$ cat src/rtl/bmem_line_adapter_if.sv
// Purpose : bmem burst bus between the line adapter (master) and banked memory (slave).
// Latency : n/a (signal bundle only).
// Backpressure: bmem_ready gates read requests and write beats; read beats are not throttled.
//
// Signals
//   bmem_addr   line-aligned burst address
//   bmem_read   read burst request, accepted when bmem_ready=1
//   bmem_write  write beat valid, accepted when bmem_ready=1
//   bmem_wdata  write beat
//   bmem_ready  memory accepts the request / beat this cycle
//   bmem_raddr  address tag of a returning read beat
//   bmem_rdata  returning read beat
//   bmem_rvalid returning read beat valid
interface bmem_line_adapter_if #(
    parameter int ADDR_W = 32,
    parameter int BEAT_W = 64
);
    logic [ADDR_W-1:0] bmem_addr;
    logic              bmem_read;
    logic              bmem_write;
    logic [BEAT_W-1:0] bmem_wdata;
    logic              bmem_ready;
    logic [ADDR_W-1:0] bmem_raddr;
    logic [BEAT_W-1:0] bmem_rdata;
    logic              bmem_rvalid;

    modport master (
        output bmem_addr, bmem_read, bmem_write, bmem_wdata,
        input  bmem_ready, bmem_raddr, bmem_rdata, bmem_rvalid
    );

    modport slave (
        input  bmem_addr, bmem_read, bmem_write, bmem_wdata,
        output bmem_ready, bmem_raddr, bmem_rdata, bmem_rvalid
    );
endinterface

$ cat src/rtl/bmem_line_adapter.sv
// Purpose : turns I/D cache line requests (D has priority) into single 4-beat bmem bursts.
// Latency : write with ready=1 responds 5 cycles after grant; read responds 1 cycle after 4th tagged beat.
// Backpressure: bmem_ready=0 holds the read request or the current write beat; one transaction in flight.
//
// Ports
//   clk, rst            clock and synchronous active-low reset (0 = reset)
//   i_req_* / i_resp_*  I-cache read-only line port, level request, 1-cycle response pulse
//   d_req_* / d_resp_*  D-cache read/writeback line port, level request, 1-cycle response pulse
//   bmem                burst memory bus (master side)
//   err_raddr           sticky flag: read beat arrived with a tag not matching the outstanding burst
module bmem_line_adapter #(
    parameter int ADDR_W = 32,
    parameter int BEAT_W = 64,
    parameter int BEATS  = 4
) (
    input  logic                     clk,
    input  logic                     rst,

    input  logic [ADDR_W-1:0]        i_req_addr,
    input  logic                     i_req_read,
    output logic                     i_resp_valid,
    output logic [BEAT_W*BEATS-1:0]  i_resp_rdata,

    input  logic [ADDR_W-1:0]        d_req_addr,
    input  logic                     d_req_read,
    input  logic                     d_req_write,
    input  logic [BEAT_W*BEATS-1:0]  d_req_wdata,
    output logic                     d_resp_valid,
    output logic [BEAT_W*BEATS-1:0]  d_resp_rdata,

    bmem_line_adapter_if.master      bmem,

    output logic                     err_raddr
);
    localparam int LINE_W     = BEAT_W * BEATS;
    localparam int LINE_BYTES = LINE_W / 8;
    localparam int CNT_W      = $clog2(BEATS);
    localparam logic [ADDR_W-1:0] ALIGN_MASK = ~ADDR_W'(LINE_BYTES - 1);
    localparam logic [CNT_W-1:0]  LAST_BEAT  = CNT_W'(BEATS - 1);

    typedef enum logic [2:0] {
        S_IDLE,
        S_RD_ISSUE,
        S_RD_WAIT,
        S_WR_BEAT,
        S_RESP
    } state_t;

    state_t              state_q,    state_d;
    logic [CNT_W-1:0]    beat_cnt_q, beat_cnt_d;
    logic                owner_q,    owner_d;     // 0 = I-cache, 1 = D-cache
    logic [ADDR_W-1:0]   addr_q,     addr_d;
    logic [LINE_W-1:0]   wdata_q,    wdata_d;
    logic [LINE_W-1:0]   line_q,     line_d;
    logic                err_q,      err_d;

    int                  beat_lsb;

    always_comb begin
        beat_lsb = int'(beat_cnt_q) * BEAT_W;
    end

    // State and datapath registers
    always_ff @(posedge clk) begin
        if (!rst) begin
            state_q    <= S_IDLE;
            beat_cnt_q <= '0;
            owner_q    <= 1'b0;
            addr_q     <= '0;
            wdata_q    <= '0;
            line_q     <= '0;
            err_q      <= 1'b0;
        end else begin
            state_q    <= state_d;
            beat_cnt_q <= beat_cnt_d;
            owner_q    <= owner_d;
            addr_q     <= addr_d;
            wdata_q    <= wdata_d;
            line_q     <= line_d;
            err_q      <= err_d;
        end
    end

    // Next-state and datapath update
    always_comb begin
        state_d    = state_q;
        beat_cnt_d = beat_cnt_q;
        owner_d    = owner_q;
        addr_d     = addr_q;
        wdata_d    = wdata_q;
        line_d     = line_q;
        err_d      = err_q;

        case (state_q)
            S_IDLE: begin
                // D-cache wins; within D a writeback wins over a read.
                if (d_req_write || d_req_read) begin
                    owner_d    = 1'b1;
                    addr_d     = d_req_addr & ALIGN_MASK;
                    beat_cnt_d = '0;
                    if (d_req_write) begin
                        wdata_d = d_req_wdata;
                        state_d = S_WR_BEAT;
                    end else begin
                        state_d = S_RD_ISSUE;
                    end
                end else if (i_req_read) begin
                    owner_d    = 1'b0;
                    addr_d     = i_req_addr & ALIGN_MASK;
                    beat_cnt_d = '0;
                    state_d    = S_RD_ISSUE;
                end
            end

            S_RD_ISSUE: begin
                if (bmem.bmem_ready) begin
                    state_d = S_RD_WAIT;
                end
            end

            S_RD_WAIT: begin
                // Only beats tagged with our burst address are ours; anything else is
                // a protocol error on the memory side and is dropped.
                if (bmem.bmem_rvalid) begin
                    if (bmem.bmem_raddr == addr_q) begin
                        line_d[beat_lsb +: BEAT_W] = bmem.bmem_rdata;
                        beat_cnt_d = beat_cnt_q + CNT_W'(1);
                        if (beat_cnt_q == LAST_BEAT) begin
                            state_d = S_RESP;
                        end
                    end else begin
                        err_d = 1'b1;
                    end
                end
            end

            S_WR_BEAT: begin
                if (bmem.bmem_ready) begin
                    beat_cnt_d = beat_cnt_q + CNT_W'(1);
                    if (beat_cnt_q == LAST_BEAT) begin
                        state_d = S_RESP;
                    end
                end
            end

            S_RESP: begin
                beat_cnt_d = '0;
                state_d    = S_IDLE;
            end

            default: begin
                state_d = S_IDLE;
            end
        endcase
    end

    // Outputs decoded from state; address and data are forced to 0 when idle.
    always_comb begin
        bmem.bmem_read  = 1'b0;
        bmem.bmem_write = 1'b0;
        bmem.bmem_addr  = '0;
        bmem.bmem_wdata = '0;
        i_resp_valid    = 1'b0;
        d_resp_valid    = 1'b0;

        case (state_q)
            S_RD_ISSUE: begin
                bmem.bmem_read = 1'b1;
                bmem.bmem_addr = addr_q;
            end
            S_WR_BEAT: begin
                bmem.bmem_write = 1'b1;
                bmem.bmem_addr  = addr_q;
                bmem.bmem_wdata = wdata_q[beat_lsb +: BEAT_W];
            end
            S_RESP: begin
                if (owner_q) begin
                    d_resp_valid = 1'b1;
                end else begin
                    i_resp_valid = 1'b1;
                end
            end
            default: begin
            end
        endcase
    end

    // The assembled line stays visible until the next read overwrites it.
    assign i_resp_rdata = line_q;
    assign d_resp_rdata = line_q;
    assign err_raddr    = err_q;

    a_d_rd_wr_excl: assert property (@(posedge clk) disable iff (!rst)
        !(state_q == S_IDLE && d_req_read && d_req_write));

    a_bmem_rw_excl: assert property (@(posedge clk) disable iff (!rst)
        !(bmem.bmem_read && bmem.bmem_write));
endmodule

$ cat src/flat_wrapper.sv
// flat-port wrapper written by rule: the top's interface ports become plain ports
module bmem_line_adapter_flat 
#(
    parameter int ADDR_W = 32,
    parameter int BEAT_W = 64,
    parameter int BEATS  = 4
)
  (clk, rst, i_req_addr, i_req_read, i_resp_valid, i_resp_rdata, d_req_addr, d_req_read, d_req_write, d_req_wdata, d_resp_valid, d_resp_rdata, err_raddr, bmem_bmem_addr, bmem_bmem_read, bmem_bmem_write, bmem_bmem_wdata, bmem_bmem_ready, bmem_bmem_raddr, bmem_bmem_rdata, bmem_bmem_rvalid);
  bmem_line_adapter_if #(.ADDR_W(ADDR_W), .BEAT_W(BEAT_W)) bmem_i ();
  input  logic clk;
  input  logic rst;
  input  logic [ADDR_W-1:0] i_req_addr;
  input  logic i_req_read;
  output logic i_resp_valid;
  output logic [BEAT_W*BEATS-1:0] i_resp_rdata;
  input  logic [ADDR_W-1:0] d_req_addr;
  input  logic d_req_read;
  input  logic d_req_write;
  input  logic [BEAT_W*BEATS-1:0] d_req_wdata;
  output logic d_resp_valid;
  output logic [BEAT_W*BEATS-1:0] d_resp_rdata;
  output logic err_raddr;
  output wire logic [$bits(bmem_i.bmem_addr)-1:0] bmem_bmem_addr;
  output wire logic [$bits(bmem_i.bmem_read)-1:0] bmem_bmem_read;
  output wire logic [$bits(bmem_i.bmem_write)-1:0] bmem_bmem_write;
  output wire logic [$bits(bmem_i.bmem_wdata)-1:0] bmem_bmem_wdata;
  input wire logic [$bits(bmem_i.bmem_ready)-1:0] bmem_bmem_ready;
  input wire logic [$bits(bmem_i.bmem_raddr)-1:0] bmem_bmem_raddr;
  input wire logic [$bits(bmem_i.bmem_rdata)-1:0] bmem_bmem_rdata;
  input wire logic [$bits(bmem_i.bmem_rvalid)-1:0] bmem_bmem_rvalid;
  assign bmem_bmem_addr = bmem_i.bmem_addr;
  assign bmem_bmem_read = bmem_i.bmem_read;
  assign bmem_bmem_write = bmem_i.bmem_write;
  assign bmem_bmem_wdata = bmem_i.bmem_wdata;
  assign bmem_i.bmem_ready = bmem_bmem_ready;
  assign bmem_i.bmem_raddr = bmem_bmem_raddr;
  assign bmem_i.bmem_rdata = bmem_bmem_rdata;
  assign bmem_i.bmem_rvalid = bmem_bmem_rvalid;
  bmem_line_adapter #(.ADDR_W(ADDR_W), .BEAT_W(BEAT_W), .BEATS(BEATS)) u_core (.clk(clk), .rst(rst), .i_req_addr(i_req_addr), .i_req_read(i_req_read), .i_resp_valid(i_resp_valid), .i_resp_rdata(i_resp_rdata), .d_req_addr(d_req_addr), .d_req_read(d_req_read), .d_req_write(d_req_write), .d_req_wdata(d_req_wdata), .d_resp_valid(d_resp_valid), .d_resp_rdata(d_resp_rdata), .bmem(bmem_i), .err_raddr(err_raddr));
endmodule
$ cat config.mk
export PLATFORM = sky130hd
export DESIGN_NAME = bmem_line_adapter_flat
export DESIGN_NICKNAME = d
export VERILOG_FILES = /design/src/rtl/bmem_line_adapter_if.sv /design/src/rtl/bmem_line_adapter.sv /design/src/flat_wrapper.sv
export SDC_FILE = /design/constraint.sdc
export NUM_CORES = 1
export LEC_CHECK = 0
export CORE_AREA = 2 2 407 409
export CTS_CLUSTER_DIAMETER = 80
export DETAILED_ROUTE_END_ITERATION = 10
export DIE_AREA = 0 0 409 411
export SYNTH_ARGS = -nofsm -noshare
export SYNTH_HDL_FRONTEND = slang
export SYNTH_SLANG_ARGS = --single-unit
$ cat constraint.sdc
create_clock -name clk -period 2.6 [get_ports clk]
set_input_delay 0.39 -clock clk [delete_from_list [all_inputs] [get_ports clk]]
set_output_delay 0.39 -clock clk [all_outputs]
set_load 0.02 [all_outputs]
==> key figures <==
Clocking
  • CTS tree: done
  • Root Driver: clkbuf_16
  • Hold_buf cts: 0
  • Clk slew on worst S/H paths: 0.05 ns
  • Max Root-Sink Buffers: 3
  • Num CTS Buffers: 70
  • Clock Latency Late Sink: 0.66 ns
  • CTS H-tree depth: 3
  • CTS sink cnt: approximately 550

STA
  • Worst-Margin Slew: about 0.84 ns
  • Fin crit period: 2.71 ns
  • Final Cycle Share: 104%
  • RSZ-0062 raised after global routing: true
  • Fmax: ~0.37 GHz
  • Hold slack: 0.171 ns
  • Setup WS post-layout: -0.110 ns
  • Rel. slew slack: 43.8%
  • Final Max Tran Viols: 0
  • Finish-stage setup viols: 39
  • Clock Skews: approximately 0.030 ns
  • Final Hold Fails: 0

Setup path
  • R2R cell count: 8
  • Worst reg-to-reg setup slack: 0 ns
  • Start of the worst register-to-register path: u_core.addr_q[21]
  • Critical path startpoint category: flip-flop
  • Critical path class: reg -> out
  • Worst EP required: 2.21 ns
  • FF-to-FF End: u_core.d_resp_rdata[59]
  • CP max FO: 7
  • Critical Path AT: 2.32 ns
  • CP endpoint kind: output pin

Routing
  • Via density: approximately 4.1
  • Post-route DRC: 0
  • Met2 wire len: 68,900 um
  • Metal-1 WL: 56,600 um
  • DR vias: 24,600
  • First-iteration detailed-routing DRC count: 1,996
  • Final ANT Viol Nets: 0
  • DRT Pass-1 Iters: 6
  • Wirelength per Cell: 24.2 um
  • Met3 layer wire length in the routed design: 12,900 um
  • Total wire length: between 100,000 and 150,000 um
  • Max Used Layer: met5

Hold path
  • Worst Hold Path EP: u_core.d_resp_rdata[57]
  • Min-delay src: rst
  • Worst hold path type: in -> reg
  • WHS Path Cells: 3

Place
  • Placement Cell Area: 0.0370 mm2
  • GP Congestion: 0.917
  • Placed Instances: 5,805
  • Post-DP HPWL: around 120,000 um
  • # port buffers: 1,020

Pwr
  • Total power: between 20 and 30 mW
  • Static Leak: 15.4 nW
  • Maximum vdd ir drop: roughly 470 uV
  • Power Density: 666 mW/mm2

Yosys
  • Post-Synthesis Cells: 2,970
  • Register area share after synthesis: 42.9%
  • Yosys Warn Count: 0
  • Post-synth EDFFs: 0
  • Synth Flop Type: dfxtp_1
  • Count of different cell masters after synthesis: 41
  • Post-synth ARST share: 0%
  • Synth Cell Area: 0.0255 mm2
  • Yosys reg bits: 546
  • Mapped Avg Cell Area: about 8.6 um2

Cells and area
  • Register Area: 0.0109 mm2
  • Final Non-Filler Cells: 5,971
  • Most frequent cells in the layout: clkdlybuf4s50_1, nand2_1, dfxtp_1
  • Fill count: 17,700
  • Commonest non-fill, non-tap cell in the layout: clkdlybuf4s50_1
  • Synth-to-Final Area Change: 57.1%
  • Area of the multi-input gates: 0.0119 mm2
  • Layout cell share with drive strength beyond 1: between 10% and 20%
  • Post-layout util: 24.4%
  • Post-layout instance area: 0.0401 mm2
  • Layout net count: 4,144

GRT
  • Gr usage total: between 15 and 20%
  • Initial antenna violation count: 45
  • Largest net degree at the start of global routing: 152
  • Overflow after GRT: 0
  • Vias in the first global route: 23,700
  • First-pass GRT wire length: 193,000 um

Floorplan
  • Initial Util: 15.6%
  • Overall die height: 411 um
  • Die ar.: ~0.17 mm2
  • Rows: ~150
  • CORE AREA: 0.164 mm2
  • Chip Width: around 400 um
  • # IOs: 1,036

Job
  • Max-cap viol count: 0

Status
  • Failing checks: negative setup slack
  • Status: complete, but fails checks
-- timing repair --
action,CTS,global route
buffers inserted,21,9
hold endpoints to repair,0,0
gates resized for setup,388,71
pin swaps,3,1
endpoints found under the setup margin,93,83
cloned,4,1
-- how the worst max path moves through the flow --
stage / to / slack [ns] / cells after the start / from
CTS: bmem_bmem_wdata[54] / -0.32 / 7 / u_core.beat_cnt_q[0]
detailed placement: u_core.d_resp_rdata[52] / -0.30 / 9 / bmem_bmem_raddr[21]
floorplan: bmem_bmem_wdata[15] / 0.40 / 4 / u_core.beat_cnt_q[0]
finish: bmem_bmem_wdata[44] / -0.11 / 6 / u_core.beat_cnt_q[0]
global route: bmem_bmem_wdata[34] / -0.22 / 6 / u_core.beat_cnt_q[0]
global placement: u_core.d_resp_rdata[40] / -0.30 / 9 / bmem_bmem_raddr[21]
-- synthesized netlist by cell type, types with 2 or more instances --
| cell type | n | share of area (%) |
|---|---|---|
| mux4_2 | 64 | 5.7 |
| nand4_1 | 13 | 0.32 |
| a31oi_1 | 5 | 0.12 |
| nand2b_1 | 5 | 0.12 |
| nor2_1 | 33 | 0.49 |
| a21oi_1 | 259 | 5.1 |
| buf_6 | 2 | 0.088 |
| clkbuf_1 | 184 | 2.7 |
| nand3_1 | 259 | 5.1 |
| ha_1 | 5 | 0.25 |
| and2_1 | 29 | 0.71 |
| dfxtp_1 | 546 | 43 |
| inv_1 | 3 | 0.044 |
| a311oi_2 | 20 | 1.2 |
| mux2i_1 | 257 | 10 |
| o31a_1 | 2 | 0.069 |
| buf_2 | 32 | 0.63 |
| nor2b_1 | 5 | 0.12 |
| buf_4 | 283 | 8.3 |
| a311oi_1 | 8 | 0.27 |
| nand2_1 | 800 | 12 |
| or3_1 | 3 | 0.074 |
| nor3b_1 | 3 | 0.088 |
| nor4_1 | 3 | 0.074 |
| xnor2_1 | 26 | 0.89 |
| and3_1 | 67 | 1.6 |
| buf_1 | 9 | 0.13 |
| o21ai_0 | 28 | 0.55 |
| nor3_1 | 5 | 0.098 |
-- cell type report --
cell class	count	share of cell area, %
multi-input combinational	1914	29.6
clock inverter	24	0.781
sequential	546	27.3
antenna	10	0.0625
timing repair buffer	1180	30.1
tap	2189	6.84
clock buffer	104	5.25
inverter	4	0.0562
-- state kept, by name, summed over array words and instances, names as in the netlist --
signal / flops
u_core.addr_q: 27
u_core.beat_cnt_q: 2
u_core.owner_q: 1
u_core.d_resp_rdata: 256
u_core.wdata_q: 256
u_core.state_q: 3
u_core.err_raddr: 1
-- through the flow --
step	setup WS [ns]	setup TNS, ns
floorplan	0.397	0
global placement	-0.301	-60.76
detailed placement	-0.301	-63.94
CTS	-0.325	-10.57
global route	-0.222	-9.29
finish	-0.110	-1.65
-- metal layers --
layer / global-route usage, % / vias to the layer above
met5: 0 / -
met4: 7.04 / 26
met2: 27.5 / 1080
li1: - / 11300
met1: 19.0 / 12000
met3: 5.44 / 241
-- power breakdown --
group | internal (mW) | switching [mW]
clock | 6.06 | 4.14
combinational | 2.86 | 3.81
sequential | 9.25 | 0.572
-- cell families (layout without fill, tap and decap cells) --
logic type                 Yosys count  after routing  share of synthesized area (%)
adders and majority gates            5              5                          0.245
AOI/OAI and AO/OA                  327            327                           7.47
xor gates and xnor gates            26             26                          0.893
and+or+nand+nor                   1229           1229                           20.7
DFF                                546            546                           42.9
other                                1             15                         0.0147
muxes                              322            322                           15.8
buffers and inverters              514           1312                           12.0
-- critical path, cell delays in order (launching register included) --
cell and delay, ns:
dfxtp_4 0.41, buf_12 0.17, buf_4 0.13, buf_6 0.11, mux4_2 0.50, and3_4 0.19
buf_4 0.15
Power figures use the tool's default switching activity.
